`config.mk`:
```
export PLATFORM = sky130hd
export DESIGN_NAME = word_serializer
export DESIGN_NICKNAME = d
export VERILOG_FILES = /design/src/rtl/word_serializer_pkg.sv /design/src/rtl/piso_shift_register.sv /design/src/rtl/word_serializer.sv
export SDC_FILE = /design/constraint.sdc
export NUM_CORES = 1
export LEC_CHECK = 0
export CORE_AREA = 3 3 64 66
export DETAILED_ROUTE_END_ITERATION = 16
export DIE_AREA = 0 0 67 69
export PLACE_DENSITY = 0.81
export SLEW_MARGIN = 20
export SYNTH_ARGS = -nofsm -noshare
export SYNTH_HDL_FRONTEND = slang
export SYNTH_SLANG_ARGS = --single-unit
```
`constraint.sdc`:
```
create_clock -name In_Clock -period 2.8 [get_ports In_Clock]
set_clock_uncertainty 0.2 [all_clocks]
set_input_delay 0.56 -clock In_Clock [delete_from_list [all_inputs] [get_ports In_Clock]]
set_output_delay 0.56 -clock In_Clock [all_outputs]
set_load 0.005 [all_outputs]
```
`src/rtl/word_serializer_pkg.sv`:
```
// +--------------------------------------------------------------------+
// | word_serializer_pkg : state encoding and counter sizing helper     |
// | Revision 1.0                                                       |
// +--------------------------------------------------------------------+
`default_nettype none

package word_serializer_pkg;

  typedef enum logic [1:0] {
    ST_IDLE  = 2'd0,
    ST_SHIFT = 2'd1,
    ST_DONE  = 2'd2
  } state_t;

  // Bit-index counter must hold 0..width-1; never narrower than one bit.
  function automatic int cnt_width(input int width);
    return (width > 2) ? $clog2(width) : 1;
  endfunction

endpackage

`default_nettype wire

```
`src/rtl/piso_shift_register.sv`:
```
// +--------------------------------------------------------------------+
// | piso_shift_register : parallel load, serial shift, registered out  |
// | Revision 1.0                                                       |
// +--------------------------------------------------------------------+
`default_nettype none

module piso_shift_register #(
  parameter int WIDTH      = 32,
  parameter int MSB_FIRST  = 1,
  parameter int IDLE_LEVEL = 0
) (
  input  logic             clk,
  input  logic             rst,
  input  logic             load,
  input  logic             shift_en,
  input  logic             park,
  input  logic [WIDTH-1:0] data,
  output logic             serial
);

  logic [WIDTH-1:0] shreg;
  logic             first_bit;
  logic             next_bit;
  logic [WIDTH-1:0] shifted;

  // The serial register always shows the bit currently on the line, so the
  // first bit is taken straight from the load data rather than the shifter.
  generate
    if (MSB_FIRST != 0) begin : g_msb_first
      assign first_bit = data[WIDTH-1];
      assign next_bit  = shreg[WIDTH-2];
      assign shifted   = {shreg[WIDTH-2:0], 1'b0};
    end else begin : g_lsb_first
      assign first_bit = data[0];
      assign next_bit  = shreg[1];
      assign shifted   = {1'b0, shreg[WIDTH-1:1]};
    end
  endgenerate

  always_ff @(posedge clk) begin
    if (rst) begin
      shreg  <= '0;
      serial <= 1'(IDLE_LEVEL);
    end else if (load) begin
      shreg  <= data;
      serial <= first_bit;
    end else if (shift_en) begin
      shreg  <= shifted;
      serial <= next_bit;
    end else if (park) begin
      serial <= 1'(IDLE_LEVEL);
    end
  end

endmodule

`default_nettype wire

```
`src/rtl/word_serializer.sv`:
```
// +--------------------------------------------------------------------+
// | word_serializer : valid/ready word in, framed serial bitstream out |
// | Revision 1.0                                                       |
// +--------------------------------------------------------------------+
`default_nettype none

module word_serializer
  import word_serializer_pkg::*;
#(
  parameter int WIDTH      = 32,
  parameter int MSB_FIRST  = 1,
  parameter int IDLE_LEVEL = 0
) (
  input  logic             In_Clock,
  input  logic             In_Reset,
  input  logic [WIDTH-1:0] In_Data,
  input  logic             In_Valid,
  output logic             Out_Ready,
  input  logic             In_Tick,
  output logic             Out_Serial,
  output logic             Out_Frame,
  output logic             Out_Done
);

  localparam int             CW   = cnt_width(WIDTH);
  localparam logic [CW-1:0]  LAST = CW'(WIDTH - 1);

  state_t        state;
  logic [CW-1:0] count;
  logic          last_tick;
  logic          accept;
  logic          shift_en;
  logic          park;

  assign last_tick = (state == ST_SHIFT) && In_Tick && (count == LAST);
  assign Out_Ready = (state == ST_IDLE) || (state == ST_DONE) || last_tick;
  assign accept    = In_Valid && Out_Ready;
  assign shift_en  = (state == ST_SHIFT) && In_Tick && (count != LAST);
  assign park      = last_tick && !accept;

  always_ff @(posedge In_Clock) begin
    if (In_Reset) begin
      state     <= ST_IDLE;
      count     <= '0;
      Out_Frame <= 1'b0;
      Out_Done  <= 1'b0;
    end else begin
      Out_Done <= 1'b0;
      case (state)
        ST_IDLE: begin
          if (accept) begin
            state     <= ST_SHIFT;
            count     <= '0;
            Out_Frame <= 1'b1;
          end
        end
        ST_SHIFT: begin
          if (In_Tick) begin
            if (count != LAST) begin
              count <= count + CW'(1);
            end else begin
              // Done pulses on both exits; a reload keeps the frame unbroken.
              Out_Done <= 1'b1;
              count    <= '0;
              if (!accept) begin
                state     <= ST_DONE;
                Out_Frame <= 1'b0;
              end
            end
          end
        end
        ST_DONE: begin
          if (accept) begin
            state     <= ST_SHIFT;
            count     <= '0;
            Out_Frame <= 1'b1;
          end else begin
            state <= ST_IDLE;
          end
        end
        default: begin
          state     <= ST_IDLE;
          count     <= '0;
          Out_Frame <= 1'b0;
        end
      endcase
    end
  end

  piso_shift_register #(
    .WIDTH      (WIDTH),
    .MSB_FIRST  (MSB_FIRST),
    .IDLE_LEVEL (IDLE_LEVEL)
  ) u_piso (
    .clk      (In_Clock),
    .rst      (In_Reset),
    .load     (accept),
    .shift_en (shift_en),
    .park     (park),
    .data     (In_Data),
    .serial   (Out_Serial)
  );

endmodule

`default_nettype wire
```
==> impl_results.md <==
* Outcome: finished, final reports clean
* Sequential power share at 54.0%
* Worst Path Required at 2.04 ns
* RSZ-0062 raised after global routing: false
* Setup WS post-layout at 0.392 ns
* Routed Antenna Nets at 0
* Highest Clock Rate at 415 MHz
* Die Area at 4620 um2
* GR Util All Layers at 19.9%
* Comb power frac at 15.4%
* GR Overflow Total at 0
* Initial drt markers at 198
* First-pass GRT wire length at 7450 um
* DRC viols at 0
* Clock-pin slew on the worst setup and hold paths at 0.07 ns
* Post-CTS setup buffers at 0
* Setup TNS at 0 ns
* Worst R2R Setup Slack at 0.45 ns
* Post-Synthesis Net Count at 272
* Fin nets at 306
* # resized after CTS at 0
* Worst Setup SP: count[0]
* Die width at 67 um
* HPWL after DPL at 2960 um
* Share of cells above drive strength 1 at 8.18%
* Highest-count cells in the layout ignoring fill and taps: nand2_1, dfxtp_1, clkdlybuf4s50_1
* Wire per inst at 14.3 um
* Period minus WS final at 2.41 ns
* Cts bufs inserted at 5
* CTS tree: built
* CP Max Fanout at 6
* Startpoint Class: register
* Busiest grt layer: met2
* Clock Latency Late Sink at 0.29 ns
* Post-Place Worst Slack at 0.0620 ns
* Mapped Area at 1910 um2
* Clock power share at 30.7%
* Switching share of total power at 25.8%
* Detailed Routing Iterations Pass 1 at 4
* Avg Inst Size Synth at 8.14 um2
* Clock Tree Buf Depth at 2
* WL final at 4540 um
* PortBufs at 39
* Relative slew slack at 48.5%
* # placed instances at 309
* Row Count at 22
* Psw at 310 uW
* Crit Path Class: reg2out
* Pwr/cell area at 496 nW/um2
* Finish-stage setup viols at 0
* Vias at 1814
* Max VDD drop at 0.000242 V
* Initial antenna violation count at 0
* Most common cell after layout, fill and taps aside: nand2_1
* Hold Violations, Final at 0
* Met2 Track Usage GR at 33.7%
* Register area share after synthesis at 43.1%
* Cts hold-fix bufs at 0
* Period utilisation layout at 86.0%
* Initial core utilization at 52.4%
* IO Pins at 40
* Post-Synthesis Cells at 234
* H-tree levels at 2
* Core area at 3630 um2
* Crit end category: output port
* R2r endpoint: u_piso.shreg[24]
* GRT met1 Usage at 25.0%
* Worst reg2reg path startpoint: count[0]
* Via density at 5.72
* Critical Path AT at 1.65 ns
* Root Buffer: clkbuf_8
* Leakage at 0.000846 uW
* Flops & latches, synth at 41
* CTS Sinks at 41
* Vias in the first global route at 1732
* Largest net degree at the start of global routing at 42
* Finished Layout Cells at 317
* Slew Limit Fails at 0
* Area Overhead vs Synth at 27.2%
* Reg2reg path depth at 6
* Hold Path Class: reg2reg
* Met3 Use GR at 4.56%
* Ys Warns at 0
* P_int at 893 uW
* Worst Setup EP: Out_Ready
* Max cap viols at 0
* Final GP Congestion at 0.756
* Yosys cell types at 34
* Worst-Margin Slew at 0.770 ns
* Number of diodes at 0
* Chip Height at 69 um
layer usage:
| metal | vias to the layer above | routed length [um] |
|---|---|---|
| met2 | 45 | 2180 |
| met1 | 838 | 2120 |
| met4 | 0 | 42 |
| met5 | - | 0 |
| met3 | 5 | 199 |
| li1 | 926 | - |
power by group through the flow:
stage          registers [uW]  clock network (uW)  logic [uW]
6_report                  650                 369         185
5_1_grt                   654                 397         203
4_1_cts                   649                 375         186
3_5_place_dp              661                   0         186
3_3_place_gp              661                   0         180
2_1_floorplan             654                   0         108
how the worst min path moves through the flow:
stage / end / start / cells past startpoint
finish: Out_Frame / Out_Frame / 2
global route: u_piso.shreg[26] / u_piso.shreg[26] / 2
CTS: Out_Frame / Out_Frame / 2
detailed placement: Out_Frame / Out_Frame / 2
global placement: Out_Frame / Out_Frame / 2
floorplan: u_piso.shreg[0] / u_piso.shreg[0] / 2
Yosys cell counts:
library cell / count / share of area [%]
a211oi_1: 3 / 1.2
a211oi_2: 1 / 0.66
a21oi_1: 34 / 8.9
a221oi_1: 1 / 0.46
a311oi_1: 30 / 14
a31oi_1: 2 / 0.66
and3_1: 1 / 0.33
and3b_1: 1 / 0.46
and4b_1: 1 / 0.53
and4bb_1: 1 / 0.66
buf_1: 1 / 0.20
buf_2: 16 / 4.2
buf_4: 2 / 0.79
clkbuf_1: 4 / 0.79
dfxtp_1: 41 / 43
ha_1: 2 / 1.3
inv_1: 3 / 0.59
nand2_1: 65 / 13
nand2b_1: 2 / 0.66
nand3_1: 1 / 0.26
nand3b_1: 1 / 0.39
nand4_1: 2 / 0.66
nand4b_1: 1 / 0.46
nand4bb_1: 1 / 0.59
nor2_1: 1 / 0.20
nor2_2: 1 / 0.33
nor3b_2: 1 / 0.66
nor4_1: 1 / 0.33
o211ai_1: 2 / 0.79
o21ai_0: 6 / 1.6
o21ai_1: 1 / 0.26
o31ai_1: 1 / 0.39
or3_1: 2 / 0.66
or4_1: 1 / 0.39
stage by stage:
stage                     instance area [um2]  hold slack (ns)  util (%)  power, uW
after floorplan                          1910            0.251         -        762
after global placement                   2330            0.258      64.1        841
after detailed placement                 2340            0.268      64.3        847
after CTS                                2420            0.279      66.6       1210
after global routing                     2420            0.301      66.7       1250
final                                    2420            0.274      66.7       1200
critical path, stage by stage, from the launching register on:
cell            delay [ns]
dfxtp_1               0.34
ha_1                  0.21
and3_1                0.18
ha_1                  0.19
buf_4                 0.15
nand2_1               0.08
nand2_1               0.05
dlymetal6s2s_1        0.17
cell type report:
class,count,area [um2]
multi-input combinational,167,971
inverter,3,11.3
clock buffer,6,72.6
sequential,41,821
clock inverter,2,10.0
fill,341,1210
tap,48,60.1
timing repair buffer,50,478
cell families (layout without fill, tap and decap cells):
group / after synthesis / in the layout / share of synthesized area [%]
AND/OR/NAND/NOR: 84 / 84 / 20.4
AO/OA/AOI/OAI: 81 / 81 / 28.7
flip-flops: 41 / 41 / 43.1
buffers and inverters: 26 / 61 / 6.57
adder cells (fa/ha/maj): 2 / 2 / 1.31
flip-flops by register name (all words and copies together) (netlist names):
register / flops
u_piso.shreg: 31
count: 5
state: 2
Out_Done: 1
Out_Frame: 1
u_piso.serial: 1
(Power assumes the default switching activity.)
